--- src/rtl/rv32i_types.sv ---
// rtl/rv32i_types.sv - shared constants, state enum and line type for the cache-line adaptor
package rv32i_types;

  localparam int LINE_W     = 256;
  localparam int BEAT_W     = 64;
  localparam int BEATS      = LINE_W / BEAT_W;
  localparam int BEAT_IDX_W = $clog2(BEATS);

  typedef logic [LINE_W-1:0] cacheline_t;

  typedef enum logic [1:0] {
    ST_IDLE = 2'd0,
    ST_RD   = 2'd1,
    ST_WR   = 2'd2,
    ST_DONE = 2'd3
  } adaptor_state_t;

  // Bursts always start on a line boundary: drop the byte-in-line offset.
  function automatic logic [31:0] line_align(input logic [31:0] addr);
    return addr & ~32'h0000_001F;
  endfunction

endpackage

--- src/rtl/line_beat_buf.sv ---
// rtl/line_beat_buf.sv - one cache line of storage with full-line load, per-beat write and per-beat read
module line_beat_buf
  import rv32i_types::*;
(
  input  logic                  clk,
  input  logic                  rst_n,
  input  logic                  load_i,
  input  logic [LINE_W-1:0]     load_line_i,
  input  logic                  wr_en_i,
  input  logic [BEAT_IDX_W-1:0] wr_idx_i,
  input  logic [BEAT_W-1:0]     wr_beat_i,
  input  logic [BEAT_IDX_W-1:0] rd_idx_i,
  output logic [BEAT_W-1:0]     rd_beat_o,
  output logic [LINE_W-1:0]     line_o
);

  cacheline_t line_q;

  // Whole-line load wins over a single-beat write; both are never requested together by the adaptor.
  always_ff @(posedge clk or negedge rst_n) begin
    if (!rst_n) begin
      line_q <= '0;
    end else if (load_i) begin
      line_q <= load_line_i;
    end else if (wr_en_i) begin
      line_q[wr_idx_i*BEAT_W +: BEAT_W] <= wr_beat_i;
    end
  end

  assign rd_beat_o = line_q[rd_idx_i*BEAT_W +: BEAT_W];
  assign line_o    = line_q;

endmodule

--- src/rtl/cacheline_adaptor.sv ---
// rtl/cacheline_adaptor.sv - 256-bit line to 4x64-bit burst sequencer; CACHELINE_ADAPTOR_RESP_BYPASS_EN drops the DONE state
module cacheline_adaptor #(
  parameter int LINE_W = 256,
  parameter int BEAT_W = 64
) (
  input  logic              clk,
  input  logic              rst,
  input  logic [31:0]       line_address,
  output logic [LINE_W-1:0] line_rdata,
  input  logic [LINE_W-1:0] line_wdata,
  input  logic              line_read,
  input  logic              line_write,
  output logic              line_resp,
  output logic [31:0]       burst_address,
  input  logic [BEAT_W-1:0] burst_rdata,
  output logic [BEAT_W-1:0] burst_wdata,
  output logic              burst_read,
  output logic              burst_write,
  input  logic              burst_resp
);

  import rv32i_types::*;

  localparam logic [BEAT_IDX_W-1:0] LAST_BEAT = BEAT_IDX_W'(BEATS - 1);

  adaptor_state_t        state_q;
  logic [BEAT_IDX_W-1:0] beat_cnt_q;
  logic [31:0]           address_q;

  logic                  accept_d;
  logic                  last_beat_d;
  logic                  rd_beat_we_d;

  logic [LINE_W-1:0]     rd_line;
  logic [LINE_W-1:0]     wr_line_unused;
  logic [BEAT_W-1:0]     wr_beat;
  logic [BEAT_W-1:0]     rd_beat_unused;

  assign accept_d     = (state_q == ST_IDLE) && (line_read || line_write);
  assign last_beat_d  = burst_resp && (beat_cnt_q == LAST_BEAT);
  assign rd_beat_we_d = (state_q == ST_RD) && burst_resp;

  // Line FSM: accept in IDLE (write has priority), count beats on burst_resp, finish after beat 3.
  always_ff @(posedge clk or negedge rst) begin
    if (!rst) begin
      state_q    <= ST_IDLE;
      beat_cnt_q <= '0;
      address_q  <= '0;
    end else begin
      case (state_q)
        ST_IDLE: begin
          beat_cnt_q <= '0;
          if (line_write) begin
            state_q   <= ST_WR;
            address_q <= line_align(line_address);
          end else if (line_read) begin
            state_q   <= ST_RD;
            address_q <= line_align(line_address);
          end
        end
        ST_RD, ST_WR: begin
          if (burst_resp) begin
            beat_cnt_q <= beat_cnt_q + 1'b1;
            if (last_beat_d) begin
`ifdef CACHELINE_ADAPTOR_RESP_BYPASS_EN
              state_q <= ST_IDLE;
`else
              state_q <= ST_DONE;
`endif
            end
          end
        end
        ST_DONE: begin
          state_q <= ST_IDLE;
        end
        default: begin
          state_q <= ST_IDLE;
        end
      endcase
    end
  end

  // Read line assembly: one beat lands per accepted read beat, in order 0..3.
  line_beat_buf u_rd_buf (
    .clk         (clk),
    .rst_n       (rst),
    .load_i      (1'b0),
    .load_line_i ('0),
    .wr_en_i     (rd_beat_we_d),
    .wr_idx_i    (beat_cnt_q),
    .wr_beat_i   (burst_rdata),
    .rd_idx_i    (beat_cnt_q),
    .rd_beat_o   (rd_beat_unused),
    .line_o      (rd_line)
  );

  // Write line capture: whole line latched on acceptance, presented one beat at a time.
  line_beat_buf u_wr_buf (
    .clk         (clk),
    .rst_n       (rst),
    .load_i      (accept_d),
    .load_line_i (line_wdata),
    .wr_en_i     (1'b0),
    .wr_idx_i    ('0),
    .wr_beat_i   ('0),
    .rd_idx_i    (beat_cnt_q),
    .rd_beat_o   (wr_beat),
    .line_o      (wr_line_unused)
  );

  // Output decode: burst side depends only on registered state; line side adds the bypass merge when enabled.
  always_comb begin
    burst_read    = (state_q == ST_RD);
    burst_write   = (state_q == ST_WR);
    burst_address = ((state_q == ST_RD) || (state_q == ST_WR)) ? address_q : '0;
    burst_wdata   = (state_q == ST_WR) ? wr_beat : '0;
    line_rdata    = rd_line;
`ifdef CACHELINE_ADAPTOR_RESP_BYPASS_EN
    line_resp     = ((state_q == ST_RD) || (state_q == ST_WR)) && last_beat_d;
    if ((state_q == ST_RD) && last_beat_d) begin
      line_rdata[LINE_W-1 -: BEAT_W] = burst_rdata;
    end
`else
    line_resp     = (state_q == ST_DONE);
`endif
  end

endmodule

--- config.mk ---
export PLATFORM = sky130hd
export DESIGN_NAME = cacheline_adaptor
export DESIGN_NICKNAME = d
export VERILOG_FILES = /design/src/rtl/rv32i_types.sv /design/src/rtl/line_beat_buf.sv /design/src/rtl/cacheline_adaptor.sv
export SDC_FILE = /design/constraint.sdc
export NUM_CORES = 1
export LEC_CHECK = 0
export CAP_MARGIN = 20
export CORE_AREA = 2 2 279 281
export DETAILED_ROUTE_END_ITERATION = 10
export DIE_AREA = 0 0 281 283
export PLACE_DENSITY_LB_ADDON = 0.15
export SLEW_MARGIN = 20
export SYNTH_ARGS = -nofsm -noshare
export SYNTH_HDL_FRONTEND = slang
export SYNTH_SLANG_ARGS = --single-unit
export TNS_END_PERCENT = 5
--- constraint.sdc ---
create_clock -name clk -period 2.3 [get_ports clk]
set_clock_uncertainty 0.05 [all_clocks]
set_input_delay 0.345 -clock clk [delete_from_list [all_inputs] [get_ports clk]]
set_output_delay 0.345 -clock clk [all_outputs]
set_load 0.1 [all_outputs]
==> results of run 1 <==
-- metrics by stage --
| step | cells | util, % | setup WS, ns |
|---|---|---|---|
| finish | 3454 | 44.8 | -0.409 |
| global route | 3447 | 44.7 | -0.518 |
| CTS | 3440 | 44.6 | -0.506 |
| detailed placement | 3320 | 41.3 | 0.0109 |
| global placement | 3320 | 41.3 | 0.0449 |
| floorplan | 1624 | - | -0.0997 |
-- flip-flops by register name (all words and copies together) (netlist names) --
signal,count
u_rd_buf.line_o,256
u_wr_buf.line_o,256
address_q,27
beat_cnt_q,2
state_q,2
-- cells by family (layout without fill, tap and decap cells) --
| group | after synthesis | after routing | share of synthesized area [%] |
|---|---|---|---|
| flip-flops | 543 | 543 | 60.6 |
| multiplexers | 348 | 348 | 20.7 |
| AND/OR/NAND/NOR | 322 | 322 | 6.75 |
| AO/OA/AOI/OAI | 264 | 264 | 8.49 |
| buffers and inverters | 131 | 909 | 2.90 |
| adder cells (fa/ha/maj) | 10 | 10 | 0.558 |
| other | 1 | 17 | 0.0167 |
| XOR/XNOR | 1 | 1 | 0.0390 |
-- cell usage after synthesis, types with 2 or more instances --
| master | count | area (um^2) |
|---|---|---|
| sky130_fd_sc_hd__dfrtp_1 | 543 | 13600 |
| sky130_fd_sc_hd__mux2_2 | 284 | 3200 |
| sky130_fd_sc_hd__nand2_1 | 211 | 792 |
| sky130_fd_sc_hd__a22o_1 | 152 | 1330 |
| sky130_fd_sc_hd__and2_1 | 91 | 569 |
| sky130_fd_sc_hd__mux4_2 | 64 | 1440 |
| sky130_fd_sc_hd__buf_2 | 55 | 275 |
| sky130_fd_sc_hd__o21ai_0 | 55 | 275 |
| sky130_fd_sc_hd__o21ai_1 | 51 | 255 |
| sky130_fd_sc_hd__clkbuf_1 | 49 | 184 |
| sky130_fd_sc_hd__buf_4 | 12 | 90.1 |
| sky130_fd_sc_hd__ha_1 | 10 | 125 |
| sky130_fd_sc_hd__buf_6 | 6 | 67.6 |
| sky130_fd_sc_hd__inv_1 | 5 | 18.8 |
| sky130_fd_sc_hd__nand3_1 | 5 | 25.0 |
| sky130_fd_sc_hd__buf_1 | 4 | 15.0 |
| sky130_fd_sc_hd__nand2b_1 | 4 | 25.0 |
| sky130_fd_sc_hd__nor2_1 | 3 | 11.3 |
| sky130_fd_sc_hd__a21oi_1 | 2 | 10.0 |
| sky130_fd_sc_hd__nand4_1 | 2 | 12.5 |
| sky130_fd_sc_hd__o31ai_1 | 2 | 15.0 |
-- final cells by class --
| class | count | area (um^2) | area share, % |
|---|---|---|---|
| flip-flops and latches | 543 | 13600 | 39.6 |
| repair buffers | 790 | 8600 | 25.0 |
| multi-input cells | 950 | 8540 | 24.9 |
| clock buffers | 92 | 1830 | 5.32 |
| well taps | 1040 | 1300 | 3.79 |
| clock inverters | 22 | 424 | 1.24 |
| diodes | 12 | 30.0 | 0.0875 |
| inverters | 5 | 18.8 | 0.0547 |
-- cell usage in the layout (no fill, tap or decap), types with 12 or more instances in the layout --
cell	count
sky130_fd_sc_hd__clkbuf_1	15
sky130_fd_sc_hd__diode_2	12
sky130_fd_sc_hd__buf_4	296
sky130_fd_sc_hd__mux2_2	284
sky130_fd_sc_hd__clkbuf_16	66
sky130_fd_sc_hd__and2_4	91
sky130_fd_sc_hd__a22o_1	152
sky130_fd_sc_hd__o21ai_0	51
sky130_fd_sc_hd__nand2_1	209
sky130_fd_sc_hd__buf_12	132
sky130_fd_sc_hd__bufinv_16	12
sky130_fd_sc_hd__o21ai_1	53
sky130_fd_sc_hd__clkdlybuf4s50_1	350
sky130_fd_sc_hd__clkbuf_8	14
sky130_fd_sc_hd__dfrtp_1	541
sky130_fd_sc_hd__mux4_2	64
-- repair_timing --
item	in CTS	in global routing
pin swaps	5	18
resized for setup	67	48
endpoints found under the hold margin	370	0
endpoints found under the setup margin	92	96
gates cloned	1	3
setup buffers	4	1
hold buffers	1	0
-- per-layer routing --
layer,vias up,track usage [%],share of wire [%]
li1,7271,-,-
met1,8260,21.8,38
met2,542,32.9,50
met3,126,7.49,9.5
met4,32,5.19,2.4
met5,-,0,0.25
-- worst max-delay path, delay by kind of cell, from the launching register on --
kind | cells | cell delay, ns
buffers and inverters | 3 | 0.54
muxes | 1 | 0.50
DFF | 1 | 0.46
and+or+nand+nor | 1 | 0.18
-- worst max-delay path by stage --
stage | startpoint | end | slack, ns | cells past startpoint
2_1_floorplan | state_q[0] | burst_wdata[10] | -0.1 | 5
3_3_place_gp | burst_resp | u_rd_buf.line_o[217] | 0.04 | 4
3_5_place_dp | burst_resp | u_rd_buf.line_o[244] | 0.01 | 4
4_1_cts | beat_cnt_q[0] | burst_wdata[14] | -0.51 | 5
5_1_grt | beat_cnt_q[0] | burst_wdata[8] | -0.52 | 5
6_report | beat_cnt_q[0] | burst_wdata[30] | -0.41 | 5
==> run summary, run 1 <==
The core area came out at 76700 um^2. Once routing completed, OpenROAD measured the worst setup slack at -0.409 ns. The number of buffers inserted by port buffering is 701. The total routed wirelength is 77.5 mm.

The area of the mapped netlist came out at 22400 um^2. The number of warnings reported in the yosys synthesis log came out at 0. Counting the fill cells in the layout gives 6992. The worst setup path is launched from a flip-flop.

The fraction of registers with async set/reset came out at 100%. The startpoint identified for the worst register-to-register timing path is beat_cnt_q[0]. The number of hold-slack violations in the final timing report is 0. For this run the aggregate overflow at the end of global routing stands at 0. In this run the worst hold path is classified as input pin to asynchronous set/reset pin. The depth of the most critical reg-to-reg path came out at 11. The floorplan step set the die width to 281 um.

The initial core utilization is 29.3%. The standard cell with the maximum stage delay on the critical path is sky130_fd_sc_hd__mux4_2. Counting the buffers created by CTS gives 61. The layout overhead on the synthesized area came out at 53.1%.

The average wire per standard cell is 22.4 um. The measured slew at the worst slew-check pin came out at 0.677 ns. In the synthesized netlist the dominant register cell turns out to be sky130_fd_sc_hd__dfrtp_1. The worst hold slack after final layout came out at 0.190 ns. The final total negative setup slack is -25.81 ns. The maximum number of pins on one net before global-route repair came out at 77.

The highest net fanout along the worst path is 7. The mean instance size in the synthesized netlist came out at 13.8 um^2. Global routing consumed, over all layers together, 19.1% of the routing resources. The number of antenna violations at the first check in global routing came out at 28. The signal on the critical path passes through buf_12, clkbuf_16, mux4_2, and2_4, buf_12. The sequential-to-total area share from yosys stat came out at 60.6%. The final reports fail on negative setup slack.

The flow ran to the end, but the final reports show violations. For this run, the slowest stage of the critical path takes 0.50 ns. The data required time at the worst endpoint is 1.90 ns. In this run the core area contains 102 standard-cell rows. In this run the tightest slew margin relative to its limit is 54.8%.

The half-perimeter wire length of the detailed placement result is 56.6 mm. The sort of element at the end of the critical path is an output pin. The number of global-route vias before repair is 17377.

The flip-flop and latch count after synthesis came out at 543. The endpoint of the worst-slack reg-to-reg timing path is u_rd_buf.line_o[227]. The remaining number of nets flagged by the antenna check after routing is 0. After detailed routing, the number of vias per cell comes to 4.70.

The design area came out at 34300 um^2. The post-route minimum period came out at 2.71 ns. The total iterations of the first detailed-routing run is 7. The register clock-pin slew on the reported worst setup and hold paths is 0.06 ns. The H-tree generated during clock tree synthesis spans 2 levels. The clock net in this run drives a total of 543 sinks. TritonCTS built the clock tree. The setup slack on the worst flop-to-flop path came out at -0.02 ns. The y dimension of the die is 283 um. The weighted congestion at the end of routability-driven global placement is 0.845. The cell area reported after detailed placement came out at 31700 um^2.

The root buffer cell is sky130_fd_sc_hd__clkbuf_16. At the end of the flow, the number of nets in the layout was 2718. Setup violations remaining at the end of the flow were counted as 96.

The layout cell share with drive strength beyond 1 came out at 41.5%. The count of final max-slew check failures came out at 0. At the worst endpoint, the arrival time is 2.31 ns. The number of DRC markers in iteration 0 is 796. The global-route wire length before repair is 114 mm. The final routed DRC violation total came out at 0. The total number of vias is 16231. The area enclosed by the die boundary came out at 79500 um^2. The share of the clock period used by the worst path after layout came out at 118%. The count of pins on the block boundary came out at 712.

In this run, distinct cell masters in the synthesized netlist total 31. The setup path with the least slack is of type flip-flop to output pin. The worst-case clock buffer depth is 3. Setup repair after global routing could not meet its margin everywhere.

The number of enable flip-flop cells after synthesis came out at 0. After technology mapping, the gate count stands at 1620. The total of max-cap violations came out at 0. The most numerous cell type found on the critical path is sky130_fd_sc_hd__buf_12. The clock latency on the worst-skew pair is 0.61 ns.

Timing would allow up to 0.369 GHz.
Power of run 1 is not shown: default switching activity piles up to over one toggle a cycle in this logic, so the estimate is an artifact.
==> run 2, diff against run 1 <==
--- a/config.mk
+++ b/config.mk
@@ -10,7 +10,7 @@
 export DETAILED_ROUTE_END_ITERATION = 10
 export DIE_AREA = 0 0 281 283
 export PLACE_DENSITY_LB_ADDON = 0.15
-export SLEW_MARGIN = 20
+export REMOVE_ABC_BUFFERS = 1
 export SYNTH_ARGS = -nofsm -noshare
 export SYNTH_HDL_FRONTEND = slang
 export SYNTH_SLANG_ARGS = --single-unit
==> run 2 against run 1 <==
Compared with the run above: the run still ends with negative setup slack left; flip-flop and latch count is the same; worst hold slack gained 0.052 ns; sequential share of layout area rose by 0.28 points; highest routed layer unchanged; non-clock buffer count stayed put.
==> run summary, run 2 (synthesis results as in run 1) <==
Among the stages of the critical path, the cell type that occurs most often is sky130_fd_sc_hd__buf_12. The global route total overflow came out at 0. The maximum number of pins on one net before global-route repair came out at 73. The area enclosed by the die boundary is 79500 um^2. The number of global-route vias before repair is 17482. CTS placed an instance of sky130_fd_sc_hd__clkbuf_16 at the clock tree root.

The design area is 34100 um^2. The delay of the slowest cell on the worst path is 0.50 ns. The total buffers and inverters traversed by the critical path is 3. The initial utilization of the core area, before any placement, comes to 29.3%. The checks that failed: negative setup slack. Final hold analysis gives a worst-case slack of 0.242 ns. The number of buffers created by CTS came out at 61.

The setup slack on the worst flop-to-flop path is 0.11 ns. For this design, the slowest cell found on the critical path is sky130_fd_sc_hd__mux4_2. Setup violations remaining at the end of the flow were counted as 91.

The total iterations of the first detailed-routing run came out at 5. Leaving out fill and tap cells, the most frequent cell in the layout is sky130_fd_sc_hd__dfrtp_1. The count of pins on the block boundary is 712. The first routing iteration left 625 violations.

Max-cap violations in this run came to 0. Data on the critical path arrives at its endpoint at 2.28 ns. The layout cell share with drive strength beyond 1 came out at 41.2%.

The layout overhead on the synthesized area is 52.0%. For this run, the total global-route usage over all layers was measured as 19.0%. In this run the worst hold path is classified as input pin to asynchronous set/reset pin. The clock sink total is 543.

The number of hold-slack violations in the final timing report is 0. In the final routed layout, each cell accounts on average for 22.3 um. Broken down by cell family, the worst path's largest delay share belongs to buffers and inverters.

In this run the tool buffered the top-level ports with 701 buffer cells. The number of instances in the placed design is 3313. TritonCTS built the clock tree. The worst-case clock buffer depth is 3. The measured slew at the worst slew-check pin is 0.775 ns.

The number of standard cells in the final layout excluding fillers came out at 3449. Wires add up to 77.0 mm. The number of fill cells in the layout is 7004. The maximum frequency from static timing analysis came out at 0.374 GHz.

The run finished, with violations left. The worst slack after detailed placement came out at -0.00570 ns. The final routed DRC violation total is 0. The max-slew headroom at the worst pin came out at 48.3%. The global-route wire length before repair is 115 mm. In this run the number of H-tree levels came out at 2. The worst setup path is launched from a flip-flop. In the post-route analysis, the smallest setup slack over all paths is -0.372 ns. Setup repair after global routing could not meet its margin everywhere. In the layout the commonest cells are sky130_fd_sc_hd__dfrtp_1 (540), sky130_fd_sc_hd__clkdlybuf4s50_1 (350), sky130_fd_sc_hd__buf_4 (294). The number of antenna violations at the first check in global routing came out at 23. The number of placement rows came out at 102. The ratio of routed vias to standard cells came out at 4.67. The total number of vias came out at 16102. The post-route minimum period came out at 2.67 ns. The share of the clock period used by the worst path after layout is 116%. Summed over all nets, the half-perimeter wirelength after detailed placement is 54.2 mm.

Once detail routing completed, the nets flagged for antenna violations numbered 0. In this run the vertical extent of the chip is 283 um. The core area came out at 76700 um^2. The clock latency on the worst-skew pair came out at 0.62 ns. At the end of routability-driven placement, the weighted congestion stood at 0.820.

The cell area reported after detailed placement is 31600 um^2. The number of nets at the end of the flow is 2718. Along the worst path, the maximum fanout reaches 13. The worst setup path is captured at an output pin. The count of final max-slew check failures is 0. The data required time at the worst endpoint came out at 1.90 ns. Measured along the x axis, the die boundary spans 281 um. Walking the worst path, the cells encountered are buf_12, buf_12, mux4_2, and2_4, buf_12. The register clock-pin slew on the reported worst setup and hold paths is 0.06 ns. By startpoint and endpoint, the worst setup path is classified as flip-flop to output pin.
run 2: final cells by class:
type                    count  area [um^2]  area share, %
diodes                     12         30.0         0.0881
clock buffers              93         1860           5.45
clock inverters            16          168          0.492
inverters                   5         18.8         0.0550
multi-input cells         950         8530           25.0
flip-flops and latches    543        13600           39.9
well taps                1040         1300           3.82
repair buffers            790         8590           25.2
run 2: worst register-to-register path, cell delays in order, from the launching register on:
cell                      delay (ns)
sky130_fd_sc_hd__dfrtp_4        0.52
sky130_fd_sc_hd__buf_4          0.16
sky130_fd_sc_hd__inv_1          0.16
sky130_fd_sc_hd__ha_1           0.23
sky130_fd_sc_hd__nand3_4        0.10
sky130_fd_sc_hd__nor4_4         0.36
sky130_fd_sc_hd__buf_12         0.29
sky130_fd_sc_hd__a22o_1         0.26
run 2: routing by layer:
| layer | GRT usage, % | wire length, um | vias to the layer above |
|---|---|---|---|
| li1 | - | - | 7243 |
| met1 | 23.0 | 30500 | 8172 |
| met2 | 31.9 | 37800 | 548 |
| met3 | 6.87 | 6770 | 115 |
| met4 | 5.29 | 1850 | 24 |
| met5 | 0 | 141 | - |
run 2: worst paths after layout:
check | from | endpoint | cells after the start
max | beat_cnt_q[0] | burst_wdata[57] | 5
min | rst | u_wr_buf.line_o[174] | 2
max reg2reg | beat_cnt_q[0] | u_rd_buf.line_o[168] | 7
min reg2reg | u_rd_buf.line_o[205] | u_rd_buf.line_o[205] | 2
max in group asynchronous | rst | u_wr_buf.line_o[71] | 3
min in group clk | line_wdata[64] | u_wr_buf.line_o[64] | 2
run 2: repair_timing:
item | in CTS | in global routing
endpoints found under the hold margin | 49 | 0
pin swaps | 10 | 9
setup buffers | 7 | 6
endpoints found under the setup margin | 113 | 199
hold buffers | 1 | 0
gates resized for setup | 96 | 6
gates cloned | 1 | 0
run 2: through the flow:
step	TNS, ns	utilization, %
2_1_floorplan	-4551.14	-
3_3_place_gp	0	41.2
3_5_place_dp	-0.00570	41.2
4_1_cts	-30.71	44.3
5_1_grt	-31.99	44.4
6_report	-23.75	44.5
Power of run 2 is left out for the same reason.
==> run 3, diff against run 2 <==
--- a/config.mk
+++ b/config.mk
@@ -5,10 +5,11 @@
 export SDC_FILE = /design/constraint.sdc
 export NUM_CORES = 1
 export LEC_CHECK = 0
+export ABC_AREA = 1
 export CAP_MARGIN = 20
-export CORE_AREA = 2 2 279 281
+export CORE_AREA = 2 2 278 280
 export DETAILED_ROUTE_END_ITERATION = 10
-export DIE_AREA = 0 0 281 283
+export DIE_AREA = 0 0 280 282
 export PLACE_DENSITY_LB_ADDON = 0.15
 export REMOVE_ABC_BUFFERS = 1
 export SYNTH_ARGS = -nofsm -noshare
==> run 3 against run 2 <==
Compared with the run above: critical path type unchanged; register-to-register slack gained 0.18 ns; highest routed layer unchanged; non-clock buffer count down 1; wire length increased by 15%; via count rose by 35%; the run still ends with negative setup slack left; core utilization up 2.2 points.
==> run summary, run 3 <==
The flow ran to the end, but the final reports show violations. The final reports fail on negative setup slack. In the final layout, the share of cells above drive strength 1 is 18.3%.

The internal power of the cells totals 0.0275 W. The number of placement rows is 101. From synthesis to final layout, the design area changed by 46.6%.

The distinct cell type count of the synthesized netlist came out at 21. The number of warnings reported in the yosys synthesis log is 0. The switching part of the total power is 49.0%.

The average wire per standard cell came out at 19.1 um. Once detailed placement completed, the half-perimeter wirelength came to 61.6 mm. The width of the die is 280 um. The register share of total power came out at 25.3%. The remaining number of nets flagged by the antenna check after routing came out at 0.

By startpoint and endpoint, the worst setup path is classified as flip-flop to output pin. The later pin in the worst-skew pair is clocked with a latency of 0.60 ns. In the post-synthesis netlist, the biggest area contributors are sky130_fd_sc_hd__dfrtp_1 (56%), sky130_fd_sc_hd__nand2_1 (12%), sky130_fd_sc_hd__a21oi_1 (6.4%). The delay of the slowest cell on the worst path came out at 0.52 ns. The data required time at the worst endpoint is 1.90 ns. After synthesis, flip-flops and latches occupy 56.4% of the total area.

The total iterations of the first detailed-routing run came out at 5. In the layout the commonest cells are sky130_fd_sc_hd__nand2_1 (760), sky130_fd_sc_hd__dfrtp_1 (541), sky130_fd_sc_hd__clkdlybuf4s50_1 (350). Clock tree synthesis selected as its root buffer the cell sky130_fd_sc_hd__clkbuf_16. Dividing the detail-routed via count by the number of cells gives 4.67. The area enclosed by the die boundary came out at 79000 um^2.

The clock drives 543 sinks. The total buffers and inverters traversed by the critical path is 3. The path class of the tightest hold or removal check is input pin to flip-flop. The library cell with the largest summed area after synthesis is sky130_fd_sc_hd__dfrtp_1. The number of antenna violations at the first check in global routing came out at 30. TritonCTS built the clock tree. The post-layout worst setup margin is -0.253 ns. The signal on the critical path passes through buf_12, clkbuf_16, nand2_1, nand3_1, a21oi_2, buf_12.

The number of standard cells in the final layout excluding fillers came out at 4661. The worst-case clock buffer depth came out at 3. Among all flip-flop cells after synthesis, the most frequent one is sky130_fd_sc_hd__dfrtp_1. Among all stages on the critical path, the largest delay is contributed by sky130_fd_sc_hd__dfrtp_4. The library cell used most frequently in the layout, excluding fill and tap cells, is sky130_fd_sc_hd__nand2_1. The number of buffers inserted by port buffering came out at 701.

Counting every instance in the synthesized netlist gives 2960. The maximum ir drop on the vdd rail came out at 0.815 mV. Setup total negative slack on the finished layout was measured at -12.31 ns.

712 I/O pins were placed. The worst path arrival time came out at 2.16 ns. In this design, the largest share of critical-path delay is due to buffers and inverters.

The number of fill cells in the layout is 7470. The total overflow left after global routing is 0. The proportion of power drawn by the clock network came out at 18.7%. The smallest clock period supported by the final layout is computed as 2.55 ns. The share of Yosys cell area claimed by the top area cell type came out at 56.4%. The number of DRC markers in iteration 0 came out at 1314. The sort of element at the end of the critical path is an output pin. The weighted congestion at the end of routability-driven global placement is 0.827. The portion of total power attributed to combinational logic is 56.0%. The total global-route track usage came out at 22.0%. The power dissipated by switching net loads is 0.0264 W.

Setup violations remaining at the end of the flow were counted as 91. The H-tree was split into 2 levels. The fraction of registers with async set/reset is 100%. Counting flops with a built-in enable in the synthesized netlist gives 0. The count of final max-slew check failures came out at 0. The most common cell in the synthesized netlist is sky130_fd_sc_hd__nand2_1. By instance count, the cell type seen most on the critical path is sky130_fd_sc_hd__buf_12. The total routed wirelength came out at 88.9 mm. Dividing the final minimum period by the clock period gives 111%. After detailed routing, the number of remaining DRC violations is 0.

The initial core utilization came out at 31.8%. The first global-routing pass estimated 133 mm of wire. The register clock-pin slew on the reported worst setup and hold paths came out at 0.06 ns. The mean instance size in the synthesized netlist is 8.14 um^2. The total of max-cap violations is 0. The number of buffers created by CTS is 60. The total number of vias came out at 21778. The core area is 75700 um^2. The commonest cells after synthesis are sky130_fd_sc_hd__nand2_1 (766), sky130_fd_sc_hd__dfrtp_1 (543), sky130_fd_sc_hd__inv_1 (370). The measured slew at the worst slew-check pin came out at 0.597 ns. The maximum number of pins on one net before global-route repair is 84.

The number of hold-slack violations in the final timing report is 0. The static leakage came out at 17.5 nW. The worst setup path is launched from a flip-flop. The highest net fanout along the worst path is 17. The flip-flop and latch count after synthesis came out at 543. The number of instances in the placed design came out at 4526. Setup repair after global routing could not meet its margin everywhere. The max-slew headroom at the worst pin is 60.2%. Based on the critical path, the design can be clocked at up to 0.392 GHz. The total power consumption of the routed design came out at 0.0539 W. From bottom edge to top edge, the die measures 282 um. The power density normalized to cell area came out at 1530 nW/um^2.

The number of global-route vias before repair was 21502. The area of the mapped netlist is 24100 um^2. The number of nets at the end of the flow came out at 3985.
## run 3: metrics by stage
step	hold WS [ns]	util [%]	worst slack (ns)	area, um^2
2_1_floorplan	-0.000591	-	-5.40	23000
3_3_place_gp	0.317	43.1	0.187	32600
3_5_place_dp	0.313	43.1	0.222	32600
4_1_cts	0.185	46.4	-0.299	35100
5_1_grt	0.207	46.7	-0.342	35300
6_report	0.237	46.7	-0.253	35300
## run 3: what timing repair did
| action | CTS | global route |
|---|---|---|
| hold buffers | 1 | 0 |
| pin swaps | 12 | 14 |
| setup buffers | 1 | 2 |
| resized for setup | 112 | 26 |
| endpoints found under the setup margin | 91 | 91 |
| gates cloned | 2 | 2 |
| hold endpoints to repair | 34 | 0 |
## run 3: layout make-up
class                   count  area (um^2)  share of cell area (%)
diodes                     16         40.0                   0.113
clock buffers              88         1780                    5.03
clock inverters            23          283                   0.800
inverters                 374         1420                    4.02
multi-input cells        1850         8460                    24.0
flip-flops and latches    543        13600                    38.5
well taps                 978         1220                    3.46
repair buffers            789         8530                    24.1
## run 3: power groups by stage
| stage | logic (W) | clock network [W] | registers [W] |
|---|---|---|---|
| 2_1_floorplan | 0.0141 | 0 | 0.0201 |
| 5_1_grt | 0.0322 | 0.0107 | 0.0140 |
| 6_report | 0.0302 | 0.0101 | 0.0137 |
| 3_3_place_gp | 0.0290 | 0 | 0.0137 |
| 4_1_cts | 0.0302 | 0.0103 | 0.0137 |
| 3_5_place_dp | 0.0291 | 0 | 0.0138 |
## run 3: path summary, 6_finish.rpt
check	slack (ns)	startpoint	endpoint	cells past startpoint
min reg2reg	0.43	u_rd_buf.line_o[130]	u_rd_buf.line_o[130]	2
min	0.24	line_address[17]	address_q[17]	3
max in group asynchronous	1.14	rst	u_wr_buf.line_o[70]	3
min in group asynchronous	0.26	rst	u_wr_buf.line_o[159]	2
max reg2reg	0.29	beat_cnt_q[0]	u_rd_buf.line_o[236]	6
max	-0.25	beat_cnt_q[0]	burst_wdata[44]	6
## run 3: worst reg2reg max path, stage by stage, from the launching register on
cell and delay (ns):
sky130_fd_sc_hd__dfrtp_4 0.46, sky130_fd_sc_hd__buf_4 0.42, sky130_fd_sc_hd__ha_1 0.32, sky130_fd_sc_hd__nand2_2 0.09
sky130_fd_sc_hd__buf_12 0.19, sky130_fd_sc_hd__nand2_1 0.26, sky130_fd_sc_hd__o21ai_0 0.09
## run 3: layer usage
layer	track usage (%)	vias to the layer above	wire length (um)
li1	-	10529	-
met1	27.4	10390	36200
met2	35.9	669	42500
met3	6.89	164	7430
met4	7.66	26	2540
met5	0	-	175
## run 3: cells by family after synthesis
| kind of cell | Yosys count | synth area share, % |
|---|---|---|
| and+or+nand+nor | 1227 | 19.9 |
| adders and majority gates | 10 | 0.519 |
| other | 1 | 0.0156 |
| AOI/OAI and AO/OA | 608 | 12.8 |
| buffers and inverters | 571 | 10.3 |
| DFF | 543 | 56.4 |
Power figures use the tool's default switching activity.
